`config.mk`:
```
export PLATFORM = sky130hd
export DESIGN_NAME = butterfly_dif
export DESIGN_NICKNAME = d
export VERILOG_FILES = /design/src/rtl/butterfly_dif.sv
export SDC_FILE = /design/constraint.sdc
export NUM_CORES = 2
export LEC_CHECK = 0
export BUFFER_PORTS_ARGS = -buffer_cell sky130_fd_sc_hd__buf_2
export CORE_MARGIN = 4
export CORE_UTILIZATION = 40
export DETAILED_ROUTE_END_ITERATION = 7
export GPL_TIMING_DRIVEN = 0
export PLACE_DENSITY = 0.65
export SETUP_SLACK_MARGIN = 0.4
export SLEW_MARGIN = 20
export SYNTH_ARGS = -nofsm -noshare
export SYNTH_HDL_FRONTEND = slang
export SYNTH_SLANG_ARGS = --single-unit
```
`constraint.sdc`:
```
create_clock -name clk -period 9.5 [get_ports clk]
set_clock_uncertainty 0.2 [all_clocks]
set_input_delay 1.425 -clock clk [delete_from_list [all_inputs] [get_ports clk]]
set_output_delay 1.425 -clock clk [all_outputs]
set_load 0.02 [all_outputs]
```
`src/rtl/butterfly_dif.sv`:
```
`default_nettype none
// ----------------------------------------------------------------------------
// butterfly_dif : radix-2 DIF butterfly, out_x0 = x0 + x1, out_x1 = (x0-x1)*W
// Two time-shared multipliers, one butterfly every two clocks.
// Revision: 1.0
// ----------------------------------------------------------------------------
module butterfly_dif #(
  parameter int DATA_WIDTH   = 32,
  parameter int FACTOR_WIDTH = 16,
  parameter int FRAC_BITS    = 14
) (
  input  logic                      clk,
  input  logic                      rst,
  input  logic                      in_valid,
  output logic                      in_ready,
  input  logic [2*DATA_WIDTH-1:0]   in_x0,
  input  logic [2*DATA_WIDTH-1:0]   in_x1,
  input  logic [2*FACTOR_WIDTH-1:0] w,
  output logic                      out_valid,
  output logic [2*DATA_WIDTH-1:0]   out_x0,
  output logic [2*DATA_WIDTH-1:0]   out_x1
);

  localparam int PROD_WIDTH = DATA_WIDTH + FACTOR_WIDTH;

  typedef enum logic [1:0] {
    IDLE = 2'd0,
    MUL0 = 2'd1,
    MUL1 = 2'd2
  } state_t;

  state_t state_q, state_d;

  logic signed [DATA_WIDTH-1:0]   s_r_q, s_r_d, s_i_q, s_i_d;
  logic signed [DATA_WIDTH-1:0]   d_r_q, d_r_d, d_i_q, d_i_d;
  logic signed [DATA_WIDTH-1:0]   re_q, re_d;
  logic signed [FACTOR_WIDTH-1:0] w_r_q, w_r_d, w_i_q, w_i_d;
  logic                           out_valid_q, out_valid_d;
  logic [2*DATA_WIDTH-1:0]        out_x0_q, out_x0_d, out_x1_q, out_x1_d;

  logic                           accept;
  logic signed [FACTOR_WIDTH-1:0] mul1_b, mul2_b;
  logic signed [PROD_WIDTH-1:0]   mul1_a_ext, mul1_b_ext, mul2_a_ext, mul2_b_ext;
  logic signed [PROD_WIDTH-1:0]   prod1, prod2;
  logic signed [DATA_WIDTH-1:0]   trunc1, trunc2, im;

  assign in_ready  = !rst && (state_q != MUL0);
  assign accept    = in_valid && in_ready;
  assign out_valid = out_valid_q;
  assign out_x0    = out_x0_q;
  assign out_x1    = out_x1_q;

  // Only the twiddle side is muxed: MUL0 pairs (d_r,w_r)/(d_i,w_i), MUL1 swaps the twiddles.
  always_comb begin
    mul1_b     = (state_q == MUL1) ? w_i_q : w_r_q;
    mul2_b     = (state_q == MUL1) ? w_r_q : w_i_q;
    mul1_a_ext = {{FACTOR_WIDTH{d_r_q[DATA_WIDTH-1]}}, d_r_q};
    mul2_a_ext = {{FACTOR_WIDTH{d_i_q[DATA_WIDTH-1]}}, d_i_q};
    mul1_b_ext = {{DATA_WIDTH{mul1_b[FACTOR_WIDTH-1]}}, mul1_b};
    mul2_b_ext = {{DATA_WIDTH{mul2_b[FACTOR_WIDTH-1]}}, mul2_b};
    prod1      = mul1_a_ext * mul1_b_ext;
    prod2      = mul2_a_ext * mul2_b_ext;
    // Arithmetic shift floors; the cast keeps p[DATA_WIDTH+FRAC_BITS-1:FRAC_BITS].
    trunc1     = DATA_WIDTH'(prod1 >>> FRAC_BITS);
    trunc2     = DATA_WIDTH'(prod2 >>> FRAC_BITS);
    im         = trunc1 + trunc2;
  end

  always_comb begin
    state_d     = state_q;
    s_r_d       = s_r_q;
    s_i_d       = s_i_q;
    d_r_d       = d_r_q;
    d_i_d       = d_i_q;
    w_r_d       = w_r_q;
    w_i_d       = w_i_q;
    re_d        = re_q;
    out_valid_d = 1'b0;
    out_x0_d    = out_x0_q;
    out_x1_d    = out_x1_q;

    case (state_q)
      IDLE:    state_d = accept ? MUL0 : IDLE;
      MUL0:    state_d = MUL1;
      MUL1:    state_d = accept ? MUL0 : IDLE;
      default: state_d = IDLE;
    endcase

    if (accept) begin
      s_r_d = in_x0[2*DATA_WIDTH-1:DATA_WIDTH] + in_x1[2*DATA_WIDTH-1:DATA_WIDTH];
      s_i_d = in_x0[DATA_WIDTH-1:0] + in_x1[DATA_WIDTH-1:0];
      d_r_d = in_x0[2*DATA_WIDTH-1:DATA_WIDTH] - in_x1[2*DATA_WIDTH-1:DATA_WIDTH];
      d_i_d = in_x0[DATA_WIDTH-1:0] - in_x1[DATA_WIDTH-1:0];
      w_r_d = w[2*FACTOR_WIDTH-1:FACTOR_WIDTH];
      w_i_d = w[FACTOR_WIDTH-1:0];
    end

    if (state_q == MUL0) begin
      re_d = trunc1 - trunc2;
    end

    // Output regs read the current s/re/im even when a new accept overwrites them.
    if (state_q == MUL1) begin
      out_valid_d = 1'b1;
      out_x0_d    = {s_r_q, s_i_q};
      out_x1_d    = {re_q, im};
    end
  end

  always_ff @(posedge clk) begin
    if (rst) begin
      state_q     <= IDLE;
      s_r_q       <= '0;
      s_i_q       <= '0;
      d_r_q       <= '0;
      d_i_q       <= '0;
      w_r_q       <= '0;
      w_i_q       <= '0;
      re_q        <= '0;
      out_valid_q <= 1'b0;
      out_x0_q    <= '0;
      out_x1_q    <= '0;
    end else begin
      state_q     <= state_d;
      s_r_q       <= s_r_d;
      s_i_q       <= s_i_d;
      d_r_q       <= d_r_d;
      d_i_q       <= d_i_d;
      w_r_q       <= w_r_d;
      w_i_q       <= w_i_d;
      re_q        <= re_d;
      out_valid_q <= out_valid_d;
      out_x0_q    <= out_x0_d;
      out_x1_q    <= out_x1_d;
    end
  end

endmodule
`default_nettype wire
```
After elaboration in Yosys (flattened, before gate mapping)
Cells that the tools add are included.

Register bits: 323. Logic and storage cells: 32. Output and inout port bits: 130.

Add/subtract/negate cells: 6. Equal/unequal tests: 3. Multipliers: 2. Reductions and logical operators: 5. Multiplexer cells: 5.

Operators with widths (number): 32-bit adder (3); 32-bit subtractor (3); 32-bit by 16-bit multiplier with 46-bit output (2); 16-bit two-way mux (2); 2-bit one-hot mux with 2 select lines (1); 2-bit by 1-bit == test with 1-bit output, second input constant (1); 2-bit == test, second input constant (1); 1-bit logical AND (2); 2-bit zero test (1); 1-bit two-way mux (2); 2-bit by 1-bit inequality test with 1-bit output, second input constant (1); 2-bit OR reduction (1); 1-bit zero test (1).

Longest topological paths before layout
Depth after elaboration: 5. Gate-level depth with buffers: 46. Depth with buffers taken out: 42.

Least setup slack after synthesis
OpenSTA, ideal clock, no wires.

Kind: register to register. Start: register state_q[0]. End: register out_x1_q[30], in the netlist out_x1[30]. Buffers on the path: 5. Stages on the path, launching flop included: 44. Slack: -0.363 ns. Library setup time: 0.130 ns. Arrival: 9.534 ns. Clock period less this slack: 9.863 ns. Cell sequence: dfxtp_1 > nand2b_1 > buf_4 > clkbuf_1 > clkbuf_1 > nand2_1 > nand2_1 > clkbuf_1 > nand2_1 > fa_1 > inv_1 > fa_1 > inv_1 > fa_1 > inv_1 > fa_1 > inv_1 > fa_1 > [8 not listed] > and2_1 > o21ai_0 > nand2b_1 > a21o_1 > a21oi_1 > xnor2_1 > ha_1 > clkbuf_1 > nand2_1 > or3_1 > and4b_1 > o21a_1 > o2111ai_1 > a21oi_1 > a31oi_1 > o31ai_1 > xnor2_1 > o31ai_1.

Word-level cells in the longest chain between the ends: 4. Elaborated cells between the ends (all ways): 6. Classes of those cells: add/sub (1); mul (2); eq/ne (1); mux (2).

RTL lines: start: declaration (RTL line 32) `state_t state_q, state_d;`; start signal: assignment (RTL line 124) `state_q <= state_d;`; 2-bit == test (*) (RTL line 55, 56, 103); 16-bit two-way mux (on tied branches) (RTL line 55, 56); 32-bit by 16-bit multiplier with 46-bit output (on tied branches) (RTL line 61, 62); 32-bit adder (RTL line 66) `im = trunc1 + trunc2;`; end signal: assignment (RTL line 134) `out_x1_q <= out_x1_d;`; end: declaration (RTL line 39) `logic [2*DATA_WIDTH-1:0] out_x0_q, out_x0_d, out_x1_q, out_x1_d;`.

Mark *: on every way between the ends. The rest lies on a longest branch, timed or not. A chain may end at the register's enable or synchronous reset.

Worst setup path in the final report
Start: register state_q[1]. End: register re_q[31].

Word-level cells in the longest chain between the ends: 4. Elaborated cells between the ends (all ways): 7. Classes of those cells: add/sub (1); mul (2); eq/ne (2); mux (2).

RTL lines: 2-bit == test (RTL line 55, 56); 16-bit two-way mux (on tied branches) (RTL line 55, 56); 32-bit by 16-bit multiplier with 46-bit output (on tied branches) (RTL line 61, 62); 32-bit subtractor (RTL line 99) `re_d = trunc1 - trunc2;`; end signal: assignment (RTL line 131) `re_q <= re_d;`; end: declaration (RTL line 36) `logic signed [DATA_WIDTH-1:0] re_q, re_d;`.

Parallel ways exist; a longest one is shown, timed or not.

==> impl_metrics.toml <==
[outcome]
status = "complete, but fails checks"
violations = "setup timing"

[timing]
slew_violations = 0
post-route-period-util = 1.07
clock.fmax_mhz = 98.1
rsz0062_at_grt = "yes"
min_period_ns = 10.19
hold_viol_final = 0
setup_violations = 31
setup_slack_ns = -0.694
worstMarginPinSlew_ns = 1.24
maxSlewHeadroom = 0.173

[cts]
cts.clk_slew.worst_paths_ns = 0.06
cts_made_buffers = 38
cts_tree = "done"
cts_buffer_depth = 3
worstSkewPairLatency_ns = 0.60
cts.sinks = 321
ctsRootBufferMaster = "clkbuf_16"
cts_hold_buf = 0
cts-htree-levels = 2

[layout]
final_common_cell = "inv_1"
multiInputGateArea_mm2 = 0.0430
layout.cells.non_filler = 8733
final_cell_mix = "inv_1, nand2_1, fa_1, ha_1, dfxtp_1"
nets = 8459
fill_cells = 12852
layout-drive-gt1-share = 0.145
register_area_mm2 = 0.00643
area_growth_pct = 17.4
final_core_util = 0.475

[yosys]
syn_area_mm2 = 0.0534
synth_seq_cells = 321
synthCells = 6462
syn_area_per_cell_um2 = 8.27
ys_types = 84
synth_edf_count = 0
synth-seq-area-share = 0.120
async_reset_ff_frac = 0
syn-num-nets = 7975
synth_ff_type = "dfxtp_1"
yosys_warnings = 0

[detailed_routing]
vias = 46008
ant_nets = 0
route.detailed.drc = 0
wirelength_um = 186000
drt_iter0_markers = 3832
drtPass1Iterations = 6
avgRoutedWirePerCell_um = 21.3
viasPerCell = 5.27

[floorplanning]
die_x_um = 373
core_mm2 = 0.132
initial_core_util = 0.404
ios = 293
dieArea_mm2 = 0.139
die_h_um = 373
row_count = 133

[grt]
overflow = 0
antenna_found_initial = 8
met3_usage = 0.0637
grt_pass1_wl_um = 283000
grt_max_degree = 15
grt_usage = 0.263
grt_use_met1 = 0.362
grt_pass1_vias = 47190
top_usage_layer = "met2"
use_met2 = 0.405

[critical_path]
worst_setup_path_start_kind = "flop"
arrival_ns = 10.45
crit_top_cell = "fa_1"
path_class = "flop to flop"
cp.required_ns = 9.75
endpoint_kind = "flop"
crit_path_top_delay_cell = "fa_1"
critPathMaxStageDelay_ns = 0.58
crit_fanout = 8

[place]
hpwl_um = 155000
gp_congestion = 0.993
place_inst = 8509
port_buffers = 292
dp_slack_ns = -2.15

[run]
maxCapViolCount = 0

[power]
p_per_area_mw_per_mm2 = 259
ir_drop_mv = 0.435
power.leakage_nw = 29.4

[worst_hold_path]
hold_class = "flop to flop"
==> path summary, 6_finish.rpt <==
path | startpoint | end | slack [ns] | cells after the start
hold reg to reg | re_q[11] | re_q[11] | 0.25 | 2
setup reg to reg | state_q[1] | re_q[31] | -0.69 | 44
hold / removal | re_q[11] | re_q[11] | 0.25 | 2
setup / recovery | state_q[1] | re_q[31] | -0.69 | 44
==> per-stage QoR <==
step	power (mW)	instance area, um2	setup TNS, ns	hold WS, ns
after floorplan	7.84	53600	0	0.225
after global placement	10.6	57200	-58.85	0.238
after detailed placement	10.6	57300	-60.46	0.244
after CTS	14.6	61500	-10.38	0.254
after global routing	17.2	62700	-21.43	0.262
final	16.2	62700	-12.84	0.246
==> area by class of cell <==
cell class	instances	area share
repair buffers	444	0.0447
flip-flops and latches	321	0.103
diodes	2	0.0000798
multi-input cells	4533	0.686
well taps	1755	0.0350
clock buffers	49	0.0171
clock inverters	21	0.00431
inverters	1278	0.0765
plain buffers	330	0.0342
==> cell usage after synthesis, types with 7 or more instances <==
cell type,number,share of area
ha_1,402,0.094
a21oi_1,318,0.030
mux2i_1,9,0.0017
inv_1,1277,0.090
a21o_1,58,0.0082
nor2b_1,81,0.0095
a211oi_1,26,0.0037
nor2_1,253,0.018
clkbuf_1,300,0.021
o21a_1,20,0.0028
o21ai_0,218,0.020
and2_1,318,0.037
xnor2_1,190,0.031
nand2b_1,37,0.0043
buf_1,26,0.0018
or2_2,33,0.0039
nand2_1,1070,0.075
o31ai_1,20,0.0028
and3_1,20,0.0023
or3_1,17,0.0020
o21bai_1,36,0.0051
nand4_1,8,0.00094
dfxtp_1,321,0.12
a31oi_1,14,0.0016
and4_1,7,0.0011
nor4_1,7,0.00082
xor2_1,57,0.0093
nand3_1,171,0.016
o211ai_1,16,0.0022
fa_1,948,0.36
nor3_1,55,0.0052
a31o_2,9,0.0015
==> where the power goes <==
group | leakage [nW] | switching, mW | internal [mW]
sequential | 2.63 | 0.201 | 1.49
clock | 0.648 | 0.666 | 0.901
combinational | 26.1 | 7.32 | 5.65
==> layer usage <==
layer / part of all wire / up-vias / wire length, um
li1: - / 20602 / -
met1: 0.42 / 22999 / 77400
met2: 0.44 / 2053 / 81400
met3: 0.10 / 350 / 19500
met4: 0.041 / 4 / 7620
met5: 0.00011 / - / 21
==> flip-flops by register name (all words and copies together), names as in the netlist <==
name	cells
out_x0	64
out_x1	64
d_i_q	32
re_q	32
s_r_q	32
d_r_q	31
s_i_q	31
w_i_q	16
w_r_q	16
state_q	2
out_valid	1
==> cells by family after synthesis <==
group / count (synthesis) / synth area share
simple gates: 2105 / 0.181
buf+inv: 1608 / 0.113
fa+ha+maj: 1350 / 0.449
compound gates: 819 / 0.0928
flops: 321 / 0.120
xor+xnor: 248 / 0.0409
mux: 11 / 0.00237
==> critical path, delay by kind of cell, from the launching register on <==
kind            cells  cell delay, ns
buf+inv            10            1.08
xor+xnor            2            0.51
fa+ha+maj           8            3.52
flops               1            0.39
compound gates     15            2.85
simple gates        9            1.51
==> timing repair <==
item	in CTS	in global routing
cloned	3	0
gates resized for setup	476	276
buffers inserted	101	48
pin swaps	126	158
endpoints found under the setup margin	59	47
Power figures use the tool's default switching activity.
